## config.mk

```make
export PLATFORM = sky130hd
export DESIGN_NAME = nios2core_syskey_ctrl_flat
export DESIGN_NICKNAME = d
export VERILOG_FILES = /design/src/rtl/nios2core_syskey_ctrl_if.sv /design/src/rtl/nios2core_syskey_ctrl.sv /design/src/flat_wrapper.sv
export SDC_FILE = /design/constraint.sdc
export NUM_CORES = 1
export LEC_CHECK = 0
export CORE_ASPECT_RATIO = 1.2
export CORE_MARGIN = 2
export CORE_UTILIZATION = 39
export CTS_CLUSTER_DIAMETER = 200
export CTS_CLUSTER_SIZE = 25
export DETAILED_ROUTE_END_ITERATION = 8
export PLACE_DENSITY = 0.68
export SLEW_MARGIN = 15
export SYNTH_ARGS = -nofsm -noshare
export SYNTH_HDL_FRONTEND = slang
export SYNTH_SLANG_ARGS = --single-unit
```

## constraint.sdc

```tcl
create_clock -name clk -period 3 [get_ports clk]
set_input_delay 0.6 -clock clk [delete_from_list [all_inputs] [get_ports clk]]
set_output_delay 0.6 -clock clk [all_outputs]
set_load 0.05 [all_outputs]
```

## src/rtl/nios2core_syskey_ctrl_if.sv

```systemverilog
// Avalon-MM slave bus bundle for the system-key controller.
// Latency: n/a (wires only).
// Backpressure: none; the bus carries no wait-request.
interface nios2core_syskey_ctrl_if;
    logic [1:0]  address;
    logic        chipselect;
    logic        write_n;
    logic [31:0] writedata;
    logic [31:0] readdata;

    modport master (
        output address, chipselect, write_n, writedata,
        input  readdata
    );

    modport slave (
        input  address, chipselect, write_n, writedata,
        output readdata
    );
endinterface

```

## src/rtl/nios2core_syskey_ctrl.sv

```systemverilog
// Push-key synchroniser, tick-based debouncer and edge-capture interrupt controller.
// Latency: reads 1 cycle; key change reaches STATE 2 sync cycles + DEBOUNCE_COUNT ticks later.
// Backpressure: none; the slave accepts every access with no wait states.
module nios2core_syskey_ctrl #(
    parameter int KEY_WIDTH      = 3,
    parameter int TICK_DIV       = 50000,
    parameter int DEBOUNCE_COUNT = 4
) (
    input  logic                   clk,
    input  logic                   reset_n,
    nios2core_syskey_ctrl_if.slave av,
    input  logic [KEY_WIDTH-1:0]   in_port,
    output logic                   irq
);
    localparam int              PW        = $clog2(TICK_DIV);
    localparam logic [PW-1:0]   TICK_LAST = PW'(TICK_DIV - 1);
    localparam logic [3:0]      DB_LAST   = 4'(DEBOUNCE_COUNT - 1);

    logic [KEY_WIDTH-1:0] sync1_q, sync1_d;
    logic [KEY_WIDTH-1:0] sync2_q, sync2_d;
    logic [PW-1:0]        presc_q, presc_d;
    logic [3:0]           cnt_q [KEY_WIDTH];
    logic [3:0]           cnt_d [KEY_WIDTH];
    logic [KEY_WIDTH-1:0] state_q, state_d;
    logic [KEY_WIDTH-1:0] mask_q, mask_d;
    logic [KEY_WIDTH-1:0] edge_q, edge_d;
    logic [KEY_WIDTH-1:0] sel_q, sel_d;
    logic                 irq_q, irq_d;
    logic [31:0]          rdata_q, rdata_d;

    logic                 tick;
    logic                 wr_en;
    logic [KEY_WIDTH-1:0] wr_dat;
    logic [KEY_WIDTH-1:0] event_vec;

    // High writedata bits are deliberately ignored when KEY_WIDTH < 32.
    logic unused_wdat;
    assign unused_wdat = ^av.writedata;

    assign wr_en  = av.chipselect & ~av.write_n;
    assign wr_dat = av.writedata[KEY_WIDTH-1:0];
    assign tick   = (presc_q == TICK_LAST);

    // Input synchroniser shift and free-running sample prescaler.
    always_comb begin
        sync1_d = in_port;
        sync2_d = sync1_q;
        presc_d = tick ? '0 : presc_q + PW'(1);
    end

    // Per-key debounce: count consecutive differing samples on each tick, flip at the limit.
    always_comb begin
        state_d   = state_q;
        event_vec = '0;
        for (int k = 0; k < KEY_WIDTH; k++) begin
            cnt_d[k] = cnt_q[k];
            if (tick) begin
                if (sync2_q[k] == state_q[k]) begin
                    cnt_d[k] = '0;
                end else if (cnt_q[k] == DB_LAST) begin
                    cnt_d[k]     = '0;
                    state_d[k]   = ~state_q[k];
                    // New level equal to EDGE_SEL means the selected direction occurred.
                    event_vec[k] = (state_q[k] != sel_q[k]);
                end else begin
                    cnt_d[k] = cnt_q[k] + 4'd1;
                end
            end
        end
    end

    // Register file writes, W1C edge capture (set beats clear), irq and read mux.
    always_comb begin
        mask_d  = mask_q;
        sel_d   = sel_q;
        edge_d  = edge_q;
        if (wr_en && av.address == 2'd1) mask_d = wr_dat;
        if (wr_en && av.address == 2'd3) sel_d  = wr_dat;
        if (wr_en && av.address == 2'd2) edge_d = edge_q & ~wr_dat;
        edge_d  = edge_d | event_vec;
        irq_d   = |(edge_q & mask_q);
        rdata_d = '0;
        case (av.address)
            2'd0:    rdata_d[KEY_WIDTH-1:0] = state_q;
            2'd1:    rdata_d[KEY_WIDTH-1:0] = mask_q;
            2'd2:    rdata_d[KEY_WIDTH-1:0] = edge_q;
            default: rdata_d[KEY_WIDTH-1:0] = sel_q;
        endcase
    end

    // State registers; keys idle high (released) out of reset.
    always_ff @(posedge clk or negedge reset_n) begin
        if (!reset_n) begin
            sync1_q <= '1;
            sync2_q <= '1;
            presc_q <= '0;
            for (int k = 0; k < KEY_WIDTH; k++) cnt_q[k] <= '0;
            state_q <= '1;
            mask_q  <= '0;
            edge_q  <= '0;
            sel_q   <= '0;
            irq_q   <= 1'b0;
            rdata_q <= '0;
        end else begin
            sync1_q <= sync1_d;
            sync2_q <= sync2_d;
            presc_q <= presc_d;
            for (int k = 0; k < KEY_WIDTH; k++) cnt_q[k] <= cnt_d[k];
            state_q <= state_d;
            mask_q  <= mask_d;
            edge_q  <= edge_d;
            sel_q   <= sel_d;
            irq_q   <= irq_d;
            rdata_q <= rdata_d;
        end
    end

    assign av.readdata = rdata_q;
    assign irq         = irq_q;
endmodule

```

## src/flat_wrapper.sv

```systemverilog
// flat-port wrapper written by rule: the top's interface ports become plain ports
module nios2core_syskey_ctrl_flat 
#(
    parameter int KEY_WIDTH      = 3,
    parameter int TICK_DIV       = 50000,
    parameter int DEBOUNCE_COUNT = 4
)
  (clk, reset_n, in_port, irq, av_address, av_chipselect, av_write_n, av_writedata, av_readdata);
  nios2core_syskey_ctrl_if av_i ();
  input  logic clk;
  input  logic reset_n;
  input  logic [KEY_WIDTH-1:0] in_port;
  output logic irq;
  input wire logic [$bits(av_i.address)-1:0] av_address;
  input wire logic [$bits(av_i.chipselect)-1:0] av_chipselect;
  input wire logic [$bits(av_i.write_n)-1:0] av_write_n;
  input wire logic [$bits(av_i.writedata)-1:0] av_writedata;
  output wire logic [$bits(av_i.readdata)-1:0] av_readdata;
  assign av_i.address = av_address;
  assign av_i.chipselect = av_chipselect;
  assign av_i.write_n = av_write_n;
  assign av_i.writedata = av_writedata;
  assign av_readdata = av_i.readdata;
  nios2core_syskey_ctrl #(.KEY_WIDTH(KEY_WIDTH), .TICK_DIV(TICK_DIV), .DEBOUNCE_COUNT(DEBOUNCE_COUNT)) u_core (.clk(clk), .reset_n(reset_n), .av(av_i), .in_port(in_port), .irq(irq));
endmodule
```

## Word-level counts from Yosys, hierarchy flattened

Index checks and enable logic that the tools add are counted.

- Flip-flop bits (word level): 50
- Output and inout port bits: 33
- Word-level logic and storage cells: 69

- Add/sub/neg operators: 4
- Equality and inequality tests: 13
- Muxes and demuxes: 18
- Bitwise logic cells: 12
- Reduce and logical (&&, ||, !) cells: 8

Operators by type and width:

| kind | number |
|---|---|
| $mux W4 | 6 |
| $add A16 B1 Y16 const B | 1 |
| $eq A16 B16 Y1 const B | 1 |
| $mux W16 | 1 |
| $add A4 B1 Y4 const B | 3 |
| $eq A4 B2 Y1 const B | 3 |
| $mux W1 | 9 |
| $pmux W3 S3 | 1 |
| $reduce_and A3 Y1 | 3 |
| $not A1 Y1 | 7 |
| $and A3 B3 Y3 | 2 |
| $eq A2 B2 Y1 const B | 2 |
| $eq A1 B1 Y1 | 3 |
| $logic_and A1 B1 Y1 | 3 |
| $mux W3 | 1 |
| $ne A1 B1 Y1 | 3 |
| $not A3 Y3 | 1 |
| $or A3 B3 Y3 | 1 |
| $reduce_or A3 Y1 | 1 |
| $eq A2 B1 Y1 const B | 1 |
| $logic_not A2 Y1 | 1 |
| $and A1 B1 Y1 | 1 |

## Logic depth before layout (Yosys ltp)

- Word-level depth: 5
- Mapped depth: 7
- Gate-level depth less buffers: 5

## Least setup slack after synthesis

No wires, ideal clock.

- Path kind: register -> register
- From: register u_core.presc_q[0]
- To: register u_core.state_q[2]
- Data arrival time: 1.442 ns
- Setup slack: 1.476 ns
- Stages on the path, launching flop included: 7
- Cells stage by stage: dfrtp_1 > ha_1 > and3_1 > and4_1 > buf_4 > nand2_1 > mux2_4

- Cells in the longest elaborated chain, start to end: 2

RTL lines:

| what | line | RTL |
|---|---|---|
| start: declaration | nios2core_syskey_ctrl.sv:21 | `logic [PW-1:0] presc_q, presc_d;` |
| start signal: assignment | nios2core_syskey_ctrl.sv:107 | `presc_q <= presc_d;` |
| $eq A16 B16 Y1 | nios2core_syskey_ctrl.sv:42 | `assign tick = (presc_q == TICK_LAST);` |
| $reduce_and A3 Y1 (no source line) | n/a |  |
| end signal: assignment | nios2core_syskey_ctrl.sv:109 | `state_q <= state_d;` |
| end: declaration | nios2core_syskey_ctrl.sv:24 | `logic [KEY_WIDTH-1:0] state_q, state_d;` |

No other way between the ends.
A chain may end at the register's enable or synchronous reset.

## Worst setup path in the final report

- From: register u_core.irq_q (netlist: u_core.irq)
- To: output irq

RTL lines:

| what | line | RTL |
|---|---|---|
| start: declaration | nios2core_syskey_ctrl.sv:28 | `logic irq_q, irq_d;` |
| start signal: assignment | nios2core_syskey_ctrl.sv:113 | `irq_q <= irq_d;` |
| end: declaration | flat_wrapper.sv:13 | `output logic irq;` |

No word-level cell between the ends.

==> impl_metrics.yaml <==
run_status:
  status: "finished clean"
critical_path:
  arrival_ps: 1430
  critPathSlowestCell: "clkdlybuf4s50_1"
  worst_path_largest_cell_delay_ps: 790
  cp_top_family: "buffers and inverters"
  critPathRequiredTime_ps: 2400
  crit_type: "reg2out"
  reg2reg_from: "u_core.presc_q[0]$_DFF_PN0_"
  end_kind: "output port"
  worstPathMaxFanout: 1
  path_cells: "clkdlybuf4s50_1"
  rrSetupSlack_ps: 1050
  cp_num_buf_inv: 1
  cp-start-kind: "flop"
  rr_endpoint: "u_core.cnt_q[3]$_DFFE_PN0N_"
  reg2regPathDepth: 5
timing:
  report.final.slew_viol_count: 0
  setup_tns_ps: 0
  max_freq_ghz: 0.493
  setup_viol: 0
  whs_ps: 180
  hold_viol: 0
  timing.final.crit_share_pct: 67.6
  rsz0062_at_grt: "no"
  period_needed_ps: 2030
  slew_headroom_pct: 58.5
  finalClockSkew_ps: 8.18
  tightest_slew_ps: 615
logic_synthesis:
  syn_inst: 228
  yosysSeqAreaShare_pct: 50.5
  synth_compound_area_share_pct: 6.15
  synthSimpleGateAreaFrac_pct: 18.7
  ys.warnings.count: 0
  yosys.cell_types.count: 36
  avgSynthCellArea_sq_um: 11.0
  synthArstFlopShare_pct: 100
  yosys.area.top_type_share_pct: 41.0
  synth_mux_area_share_pct: 7.60
  synth_area_sq_um: 2500
  synth_most_common_cell: "dfrtp_1"
  synth_top_family_by_area: "simple AND/OR/NAND/NOR gates"
  synth_largest_area_cell: "dfrtp_1"
  ys.flop_type: "dfrtp_1"
  yosys.area_share.xor_xnor_pct: 4.90
  synth_adder_area_share_pct: 2.00
  synth_commonest_cells: "41 x dfrtp_1, 31 x buf_4, 26 x nand2_1"
  ys_ff_latch: 50
  synth_area_leaders: "dfrtp_1 41%, dfstp_2 9.5%, buf_4 9.3%"
  synth_edf_count: 0
power_and_ir_drop:
  p_leak_uw: 0.00125
  total_power_uw: 1440
  ir_drop_mv: 0.233
  power.density_nw_per_um2: 524
cts:
  cts_buffers: 5
  htree_num_levels: 2
  clkSinkCount: 50
  cts_tree: "done"
  root_buffer: "clkbuf_8"
  cts_setup_buffers: 0
  ctsLongestPathBuffers: 2
  cts_resized: 0
  postCtsHoldBufs: 0
  clk_pin_slew_ps: 90
  clk_latency_ps: 290
finish:
  drive_gt1_share_pct: 14.4
  num-fill-cells: 598
  area_delta_synth_final_pct: 9.95
  diodes: 0
  num-nets-final: 294
drt:
  routedWlPerCell_um: 11.9
  num_vias: 1624
  wl_um: 3950
  drc: 0
  viasPerCell: 4.89
  drtAntennaViolNets: 0
  drtIter0Drc: 94
  dr.pass1.iters: 4
floorplanning:
  die-height_um: 91.8
  start_util_pct: 40.8
  die_area_sq_um: 7080
  die_x_um: 77.1
  io_pins: 74
  rows: 31
  core_sq_um: 6130
job:
  maxCapViolations: 0
global_routing:
  grt_pass1_wl_um: 6680
  grtUsageTotal_pct: 11.5
  grt_max_degree: 24
  antenna_found_initial: 0
  grt_pass1_vias: 1506
  overflow: 0
hold_path:
  hp-class: "in2async"
place:
  io_buffers: 15
  globalplace.congestion: 0.797
  hpwl_um: 2960
worst max-delay path by stage:
stage	startpoint	end	slack, ps	cells past startpoint
after detailed placement	av_address[1]	u_core.edge_q[1]$_DFF_PN0_	770	5
after global routing	u_core.presc_q[0]$_DFF_PN0_	u_core.cnt_q[11]$_DFFE_PN0N_	840	5
after floorplan	u_core.presc_q[0]$_DFF_PN0_	u_core.state_q[2]$_DFFE_PN1P_	1480	6
after CTS	u_core.irq$_DFF_PN0_	irq	950	1
after global placement	av_address[1]	u_core.edge_q[1]$_DFF_PN0_	770	5
final	u_core.irq$_DFF_PN0_	irq	970	1
power by group:
part	switching (uW)	internal, uW	total (uW)
Combinational	165	70.6	235
Sequential	28.0	718	746
Clock	212	249	461
sequential cells by signal (all words and copies together) (netlist names):
name                flops
u_core.presc_q         16
u_core.sync1_q          3
u_core.sync2_q          3
u_core.sel_q            3
u_core.mask_q           3
u_core.av.readdata      3
u_core.state_q          3
u_core.cnt_q           12
u_core.edge_q           3
u_core.irq              1
metal layers:
layer | part of all wire (%) | vias up | global-route usage, %
met5 | 0 | - | 0
met4 | 1.3 | 0 | 3.72
met3 | 4.2 | 5 | 2.07
met2 | 50 | 39 | 20.1
met1 | 44 | 794 | 14.2
li1 | - | 786 | -
kinds of logic after synthesis:
group	Yosys count
flops	50
mux	13
fa+ha+maj	4
simple gates	84
other cells	1
xor+xnor	14
buf+inv	36
compound gates	26
per-stage QoR:
step | utilization, % | instances | cell area [sq um] | setup slack [ps]
after floorplan | - | 256 | 2610 | 1480
after global placement | 43.1 | 324 | 2640 | 775
after detailed placement | 43.1 | 324 | 2640 | 771
after CTS | 44.9 | 332 | 2750 | 954
after global routing | 44.9 | 332 | 2750 | 842
final | 44.9 | 332 | 2750 | 973
layout make-up:
class,count,area [sq um],area share (%)
Tap cell,82,103,3.73
Clock inverter,2,37.5,1.36
Clock buffer,6,72.6,2.64
Timing Repair Buffer,18,168,6.09
Multi-Input combinational cell,170,1090,39.7
Inverter,4,15.0,0.546
Sequential cell,50,1260,45.9
cell usage in the layout (no fill, tap or decap), types with 3 or more instances in the layout:
cell type	instances
dfrtp_1	41
conb_1	29
nand2_1	26
clkdlybuf4s50_1	14
o21ai_0	13
nand3_1	11
xor2_1	10
nor2_1	9
dfstp_2	9
nand4_1	6
o31ai_1	6
mux2_2	6
a21oi_1	5
nor2b_1	5
nor3b_1	5
clkbuf_8	5
nor4_1	4
xnor2_1	4
inv_1	4
and2_1	4
ha_1	4
mux4_2	3
nand3b_1	3
mux2_4	3
buf_4	3
(Power assumes the default switching activity.)
